<file path="config.mk">
export PLATFORM = sky130hd
export DESIGN_NAME = memory_access_controller_flat
export DESIGN_NICKNAME = d
export VERILOG_FILES = /design/src/rtl/memory_access_controller_if.sv /design/src/rtl/memory_access_controller.sv /design/src/flat_wrapper.sv
export SDC_FILE = /design/constraint.sdc
export NUM_CORES = 1
export LEC_CHECK = 0
export BUFFER_PORTS_ARGS = -buffer_cell sky130_fd_sc_hd__buf_2
export CAP_MARGIN = 40
export CORE_MARGIN = 1
export CORE_UTILIZATION = 51
export CTS_CLUSTER_DIAMETER = 120
export CTS_CLUSTER_SIZE = 10
export DETAILED_ROUTE_END_ITERATION = 8
export PLACE_DENSITY = 0.81
export SYNTH_ARGS = -nofsm -noshare
export SYNTH_HDL_FRONTEND = slang
export SYNTH_SLANG_ARGS = --single-unit
export TNS_END_PERCENT = 5
</file>
<file path="constraint.sdc">
create_clock -name CLOCK -period 4.45 [get_ports CLOCK]
set_input_delay 0.2225 -clock CLOCK [delete_from_list [all_inputs] [get_ports CLOCK]]
set_output_delay 0.2225 -clock CLOCK [all_outputs]
set_load 0.05 [all_outputs]
</file>
<file path="src/rtl/memory_access_controller_if.sv">
// Request/response and memory-side bus of the memory access controller.
// The controller takes the slave view; the CPU/memory side takes the master view.
interface memory_access_controller_if #(
    parameter int DW = 8
);
    logic          req_valid;
    logic          req_ready;
    logic          req_write;
    logic [DW-1:0] req_address;
    logic [DW-1:0] req_data;
    logic          resp_valid;
    logic          resp_ready;
    logic [DW-1:0] resp_data;
    logic          resp_error;
    logic          rw_flag;
    logic [DW-1:0] address;
    logic [DW-1:0] write_memory_value;
    logic [DW-1:0] read_memory_value;

    modport slave (
        input  req_valid, req_write, req_address, req_data,
        input  resp_ready, read_memory_value,
        output req_ready, resp_valid, resp_data, resp_error,
        output rw_flag, address, write_memory_value
    );

    modport master (
        output req_valid, req_write, req_address, req_data,
        output resp_ready, read_memory_value,
        input  req_ready, resp_valid, resp_data, resp_error,
        input  rw_flag, address, write_memory_value
    );
endinterface

</file>
<file path="src/rtl/memory_access_controller.sv">
// Sequences one load/store at a time into a single memory access cycle,
// after a programmable number of wait states, with a held response.
`ifndef MEMSIZE
`define MEMSIZE 16
`endif

module memory_access_controller #(
    parameter int WAIT_CYCLES = 1,
    parameter int ADDR_LIMIT  = `MEMSIZE,
    parameter int DW          = 8
) (
    input  logic                         CLOCK,
    input  logic                         RESET,
    memory_access_controller_if.slave    bus
);
    localparam logic MEMORY_READ  = 1'b0;
    localparam logic MEMORY_WRITE = 1'b1;
    localparam bit   ZERO_WAIT    = (WAIT_CYCLES == 0);
    localparam logic [3:0] WAIT_INIT =
        ZERO_WAIT ? 4'd0 : 4'(WAIT_CYCLES - 1);
    localparam logic [DW:0] LIMIT = (DW + 1)'(ADDR_LIMIT);

    typedef enum logic [1:0] {
        IDLE   = 2'd0,
        WAIT   = 2'd1,
        ACCESS = 2'd2,
        DONE   = 2'd3
    } state_t;

    state_t        state_q, state_d;
    logic [3:0]    cnt_q, cnt_d;
    logic          wr_q, wr_d;
    logic [DW-1:0] addr_q, addr_d;
    logic [DW-1:0] data_q, data_d;
    logic [DW-1:0] rdata_q, rdata_d;
    logic          err_q, err_d;
    logic          out_of_range;

    assign out_of_range = {1'b0, bus.req_address} >= LIMIT;

    always_comb begin
        state_d = state_q;
        cnt_d   = cnt_q;
        wr_d    = wr_q;
        addr_d  = addr_q;
        data_d  = data_q;
        rdata_d = rdata_q;
        err_d   = err_q;
        unique case (state_q)
            IDLE: begin
                if (bus.req_valid) begin
                    wr_d   = bus.req_write;
                    addr_d = bus.req_address;
                    data_d = bus.req_data;
                    if (out_of_range) begin
                        // rejected without ever reaching memory
                        err_d   = 1'b1;
                        rdata_d = '0;
                        state_d = DONE;
                    end else if (ZERO_WAIT) begin
                        state_d = ACCESS;
                    end else begin
                        cnt_d   = WAIT_INIT;
                        state_d = WAIT;
                    end
                end
            end
            WAIT: begin
                if (cnt_q == 4'd0) state_d = ACCESS;
                else               cnt_d   = cnt_q - 4'd1;
            end
            ACCESS: begin
                rdata_d = wr_q ? '0 : bus.read_memory_value;
                err_d   = 1'b0;
                state_d = DONE;
            end
            DONE: begin
                if (bus.resp_ready) state_d = IDLE;
            end
            default: state_d = IDLE;
        endcase
    end

    always_ff @(posedge CLOCK) begin
        if (RESET) begin
            state_q <= IDLE;
            cnt_q   <= '0;
            wr_q    <= 1'b0;
            addr_q  <= '0;
            data_q  <= '0;
            rdata_q <= '0;
            err_q   <= 1'b0;
        end else begin
            state_q <= state_d;
            cnt_q   <= cnt_d;
            wr_q    <= wr_d;
            addr_q  <= addr_d;
            data_q  <= data_d;
            rdata_q <= rdata_d;
            err_q   <= err_d;
        end
    end

    assign bus.req_ready          = (state_q == IDLE);
    assign bus.resp_valid         = (state_q == DONE);
    assign bus.resp_data          = rdata_q;
    assign bus.resp_error         = err_q;
    assign bus.address            = addr_q;
    assign bus.write_memory_value = data_q;
    assign bus.rw_flag            = (state_q == ACCESS && wr_q) ?
                                    MEMORY_WRITE : MEMORY_READ;
endmodule

</file>
<file path="src/flat_wrapper.sv">
// flat-port wrapper written by rule: the top's interface ports become plain ports
module memory_access_controller_flat 
#(
    parameter int WAIT_CYCLES = 1,
    parameter int ADDR_LIMIT  = `MEMSIZE,
    parameter int DW          = 8
)
  (CLOCK, RESET, bus_req_valid, bus_req_write, bus_req_address, bus_req_data, bus_resp_ready, bus_read_memory_value, bus_req_ready, bus_resp_valid, bus_resp_data, bus_resp_error, bus_rw_flag, bus_address, bus_write_memory_value);
  memory_access_controller_if #(.DW(DW)) bus_i ();
  input  logic CLOCK;
  input  logic RESET;
  input wire logic [$bits(bus_i.req_valid)-1:0] bus_req_valid;
  input wire logic [$bits(bus_i.req_write)-1:0] bus_req_write;
  input wire logic [$bits(bus_i.req_address)-1:0] bus_req_address;
  input wire logic [$bits(bus_i.req_data)-1:0] bus_req_data;
  input wire logic [$bits(bus_i.resp_ready)-1:0] bus_resp_ready;
  input wire logic [$bits(bus_i.read_memory_value)-1:0] bus_read_memory_value;
  output wire logic [$bits(bus_i.req_ready)-1:0] bus_req_ready;
  output wire logic [$bits(bus_i.resp_valid)-1:0] bus_resp_valid;
  output wire logic [$bits(bus_i.resp_data)-1:0] bus_resp_data;
  output wire logic [$bits(bus_i.resp_error)-1:0] bus_resp_error;
  output wire logic [$bits(bus_i.rw_flag)-1:0] bus_rw_flag;
  output wire logic [$bits(bus_i.address)-1:0] bus_address;
  output wire logic [$bits(bus_i.write_memory_value)-1:0] bus_write_memory_value;
  assign bus_i.req_valid = bus_req_valid;
  assign bus_i.req_write = bus_req_write;
  assign bus_i.req_address = bus_req_address;
  assign bus_i.req_data = bus_req_data;
  assign bus_i.resp_ready = bus_resp_ready;
  assign bus_i.read_memory_value = bus_read_memory_value;
  assign bus_req_ready = bus_i.req_ready;
  assign bus_resp_valid = bus_i.resp_valid;
  assign bus_resp_data = bus_i.resp_data;
  assign bus_resp_error = bus_i.resp_error;
  assign bus_rw_flag = bus_i.rw_flag;
  assign bus_address = bus_i.address;
  assign bus_write_memory_value = bus_i.write_memory_value;
  memory_access_controller #(.WAIT_CYCLES(WAIT_CYCLES), .ADDR_LIMIT(ADDR_LIMIT), .DW(DW)) u_core (.CLOCK(CLOCK), .RESET(RESET), .bus(bus_i));
endmodule
</file>
==> summary.md <==
| Metric | Value |
|---|---|
| Detailed placement HPWL | `2320 um` |
| Min Hold Slack | `0.112 ns` |
| Final Cycle Share | `0.418` |
| Global route overflow | `0` |
| Reg2reg path depth | `7` |
| Status | `completed` |
| Cell Pwr Density | `685 nW/um^2` |
| First-pass GRT wire length | `4510 um` |
| Number of diodes | `0` |
| Starting density of the core | `0.551` |
| Largest net degree at the start of global routing | `32` |
| Distinct cells, synth | `34` |
| Hold depth | `3` |
| GPL Wtd Cong | `0.799` |
| Mapped Avg Cell Area | `roughly 8.4 um^2` |
| CTS buffer count | `5` |
| CTS resizes | `0` |
| Crit path launch type | `flip-flop` |
| Critical Path Most Common Cell | `inv_1` |
| Slowest stage cell on the critical path | `ha_1` |
| Critical-path cell list | `inv_1, ha_1, inv_1, nor2_1, buf_4, nand2_1, a21oi_1` |
| Rows | `18` |
| Commonest cells after routing, fill and taps aside | `56 x buf_2, 35 x nand2_1, 32 x dfxtp_1` |
| Critical Path RT | `between 4 and 5 ns` |
| Num ports | `57` |
| CORE AREA | `2540 um^2` |
| CTS Buffer Depth | `2` |
| Root buf cell | `clkbuf_4` |
| Setup repair bufs after CTS | `0` |
| Vias in the first global route | `1104` |
| Initial antenna violation count | `0` |
| Clock sinks | `32` |
| Seq/Total Area, Yosys | `0.457` |
| Post-DRT Antenna Nets | `0` |
| Flop and latch count out of synthesis | `32` |
| WL final | `between 3000 and 4000 um` |
| Crit-path max FO | `11` |
| Final setup violation count | `0` |
| Die X-Extent | `54.4 um` |
| Clk_lat worst skew | `0.33 ns` |
| DR WL/cell | `roughly 12 um` |
| Hold violation total from the final report | `0` |
| Syn Std Cell Area | `between 1000 and 1500 um^2` |
| Post-CTS Hold Buffers | `0` |
| Reg clk slew, reported paths | `about 0.10 ns` |
| RSZ-0062 raised after global routing | `no` |
| Drt pass-1 iters | `6` |
| Layout Utilization | `0.702` |
| GRT Total Usage | `0.216` |
| Syn_nets | `201` |
| Nets | `258` |
| CP bufs+invs | `3` |
| Hold Crit Start | `bus_read_memory_value[3]` |
| Synth warn | `0` |
| Vias | `approximately 1.3k` |
| Most common cell after layout, fill and taps aside | `buf_2` |
| Largest stage delay on the critical path | `approximately 0.38 ns` |
| Vias per inst | `5.15` |
| Die area | `slightly below 3000 um^2` |
| DRC errors left | `0` |
| Slew headroom | `0.445` |
| Worst hold endpoint | `u_core.bus.resp_data[3]$_SDFFE_PP0P_` |
| VDD IR-drop max | `around 0.55 mV` |
| Worst Setup End Kind | `flip-flop` |
| Slew @ Worst Pin | `0.831 ns` |
| Hold WC Path Type | `in -> reg` |
| Post-route setup TNS | `0 ns` |
| CP arrival | `2.12 ns` |
| Clock skew | `between 0.002 and 0.003 ns` |
| Kind of critical path | `reg -> reg` |
| Fin crit period | `approximately 1.9 ns` |
| CTS tree | `done` |
| 1st-iter DRT viols | `22` |
| Max-slew violations | `0` |
| # Max-Cap Violations | `0` |
| P&R area growth vs syn | `27.4%` |
| Dpl cell area | `1690 um^2` |
| Die Y | `54.4 um` |
| Worst r2r src | `u_core.state_q[0]$_SDFFE_PP0P_` |
| Layout cells sized above 1 | `0.313` |
| Reg2Reg Setup Slack | `2.59 ns` |
| H-Tree Depth | `2` |
| Pleak | `0.845 nW` |
| Design area | `1790 um^2` |
| R2r endpoint | `u_core.bus.write_memory_value[2]$_SDFFE_PP0P_` |
| Number of port buffers | `56` |
| Synthesized instance count | `166` |
| Top cell family by delay on the critical path | `buffers and inverters` |
| Max Freq | `between 500 and 600 MHz` |
[where the power goes]
part           total (mW)  switching, mW  leakage, nW  internal, mW
Sequential          0.386         0.0390        0.261         0.347
Combinational       0.591          0.397        0.532         0.194
Clock               0.248         0.0991       0.0515         0.149
Total                1.22          0.535        0.845         0.690
[state kept, by name (all words and copies together) (netlist names)]
name,cells
u_core.bus.address,8
u_core.bus.resp_data,8
u_core.wr_q,1
u_core.bus.write_memory_value,8
u_core.bus.resp_error,1
u_core.state_q,2
u_core.cnt_q,4
[area by class of cell]
type                    count  area, um^2
fillers                   210         758
multi-input cells         119         696
flip-flops and latches     32         641
repair buffers             57         288
clock buffers               7        65.1
well taps                  30        37.5
clock inverters             1        30.0
inverters                   8        30.0
[worst min-delay path, cell delays in order]
cell and delay, ns:
buf_2 0.08, nand3_1 0.05, o21ai_1 0.06
[metal layers]
metal / GRT usage / vias to the layer above / part of all wire
li1: - / 675 / -
met1: 0.231 / 596 / 0.43
met2: 0.392 / 32 / 0.51
met3: 0.0667 / 6 / 0.047
met4: 0.0769 / 0 / 0.013
met5: 0 / - / 0
[worst max path at each step]
| stage | startpoint | endpoint | slack [ns] | cells past startpoint |
|---|---|---|---|---|
| finish | u_core.state_q[0]$_SDFFE_PP0P_ | u_core.bus.write_memory_value[2]$_SDFFE_PP0P_ | 2.59 | 7 |
| global route | u_core.state_q[0]$_SDFFE_PP0P_ | u_core.bus.write_memory_value[4]$_SDFFE_PP0P_ | 2.42 | 7 |
| CTS | u_core.state_q[0]$_SDFFE_PP0P_ | u_core.bus.address[1]$_SDFFE_PP0P_ | 2.59 | 7 |
| detailed placement | u_core.state_q[0]$_SDFFE_PP0P_ | u_core.bus.address[1]$_SDFFE_PP0P_ | 2.61 | 7 |
| global placement | u_core.state_q[0]$_SDFFE_PP0P_ | u_core.bus.write_memory_value[6]$_SDFFE_PP0P_ | 2.49 | 6 |
| floorplan | u_core.state_q[0]$_SDFFE_PP0P_ | u_core.bus.address[0]$_SDFFE_PP0P_ | 2.45 | 8 |
[metrics by stage]
step / worst slack, ns / total power, mW / std cells
final: 2.59 / 1.22 / 254
after global routing: 2.42 / 1.30 / 254
after CTS: 2.59 / 1.23 / 254
after detailed placement: 2.61 / 0.980 / 246
after global placement: 2.49 / 0.949 / 245
after floorplan: 2.45 / 0.869 / 166
[synthesized netlist by cell type (all sizes together)]
library cell  count  area [um^2]
a222oi            1         10.0
a22oi             1         7.51
or4bb             1         12.5
nor2             10         37.5
nand2b            8         50.1
a211oi            1         7.51
nor3b             1         7.51
and2              1         6.26
o21ai            11         55.1
xor2              1         8.76
nand3b            1         7.51
or3               2         12.5
a2bb2oi           1         8.76
ha                6         75.1
o41a              1         11.3
nand4             1         6.26
nor4              1         6.26
nand3             9         50.1
a21oi            19         95.1
clkbuf            4         15.0
or3b              1         8.76
mux2i             1         10.0
a21o              1         7.51
o41ai             1         27.5
buf               3         21.3
nand2            35          131
inv               8         30.0
xnor2             1         8.76
mux2              2         26.3
dfxtp            32          641
[kinds of logic after synthesis]
kind of cell | count (synthesis) | share of synthesized area
and+or+nand+nor | 71 | 0.240
AOI/OAI and AO/OA | 37 | 0.164
DFF | 32 | 0.457
buffers and inverters | 15 | 0.0473
adders and majority gates | 6 | 0.0535
muxes | 3 | 0.0259
xor gates and xnor gates | 2 | 0.0125
Power figures use the tool's default switching activity.
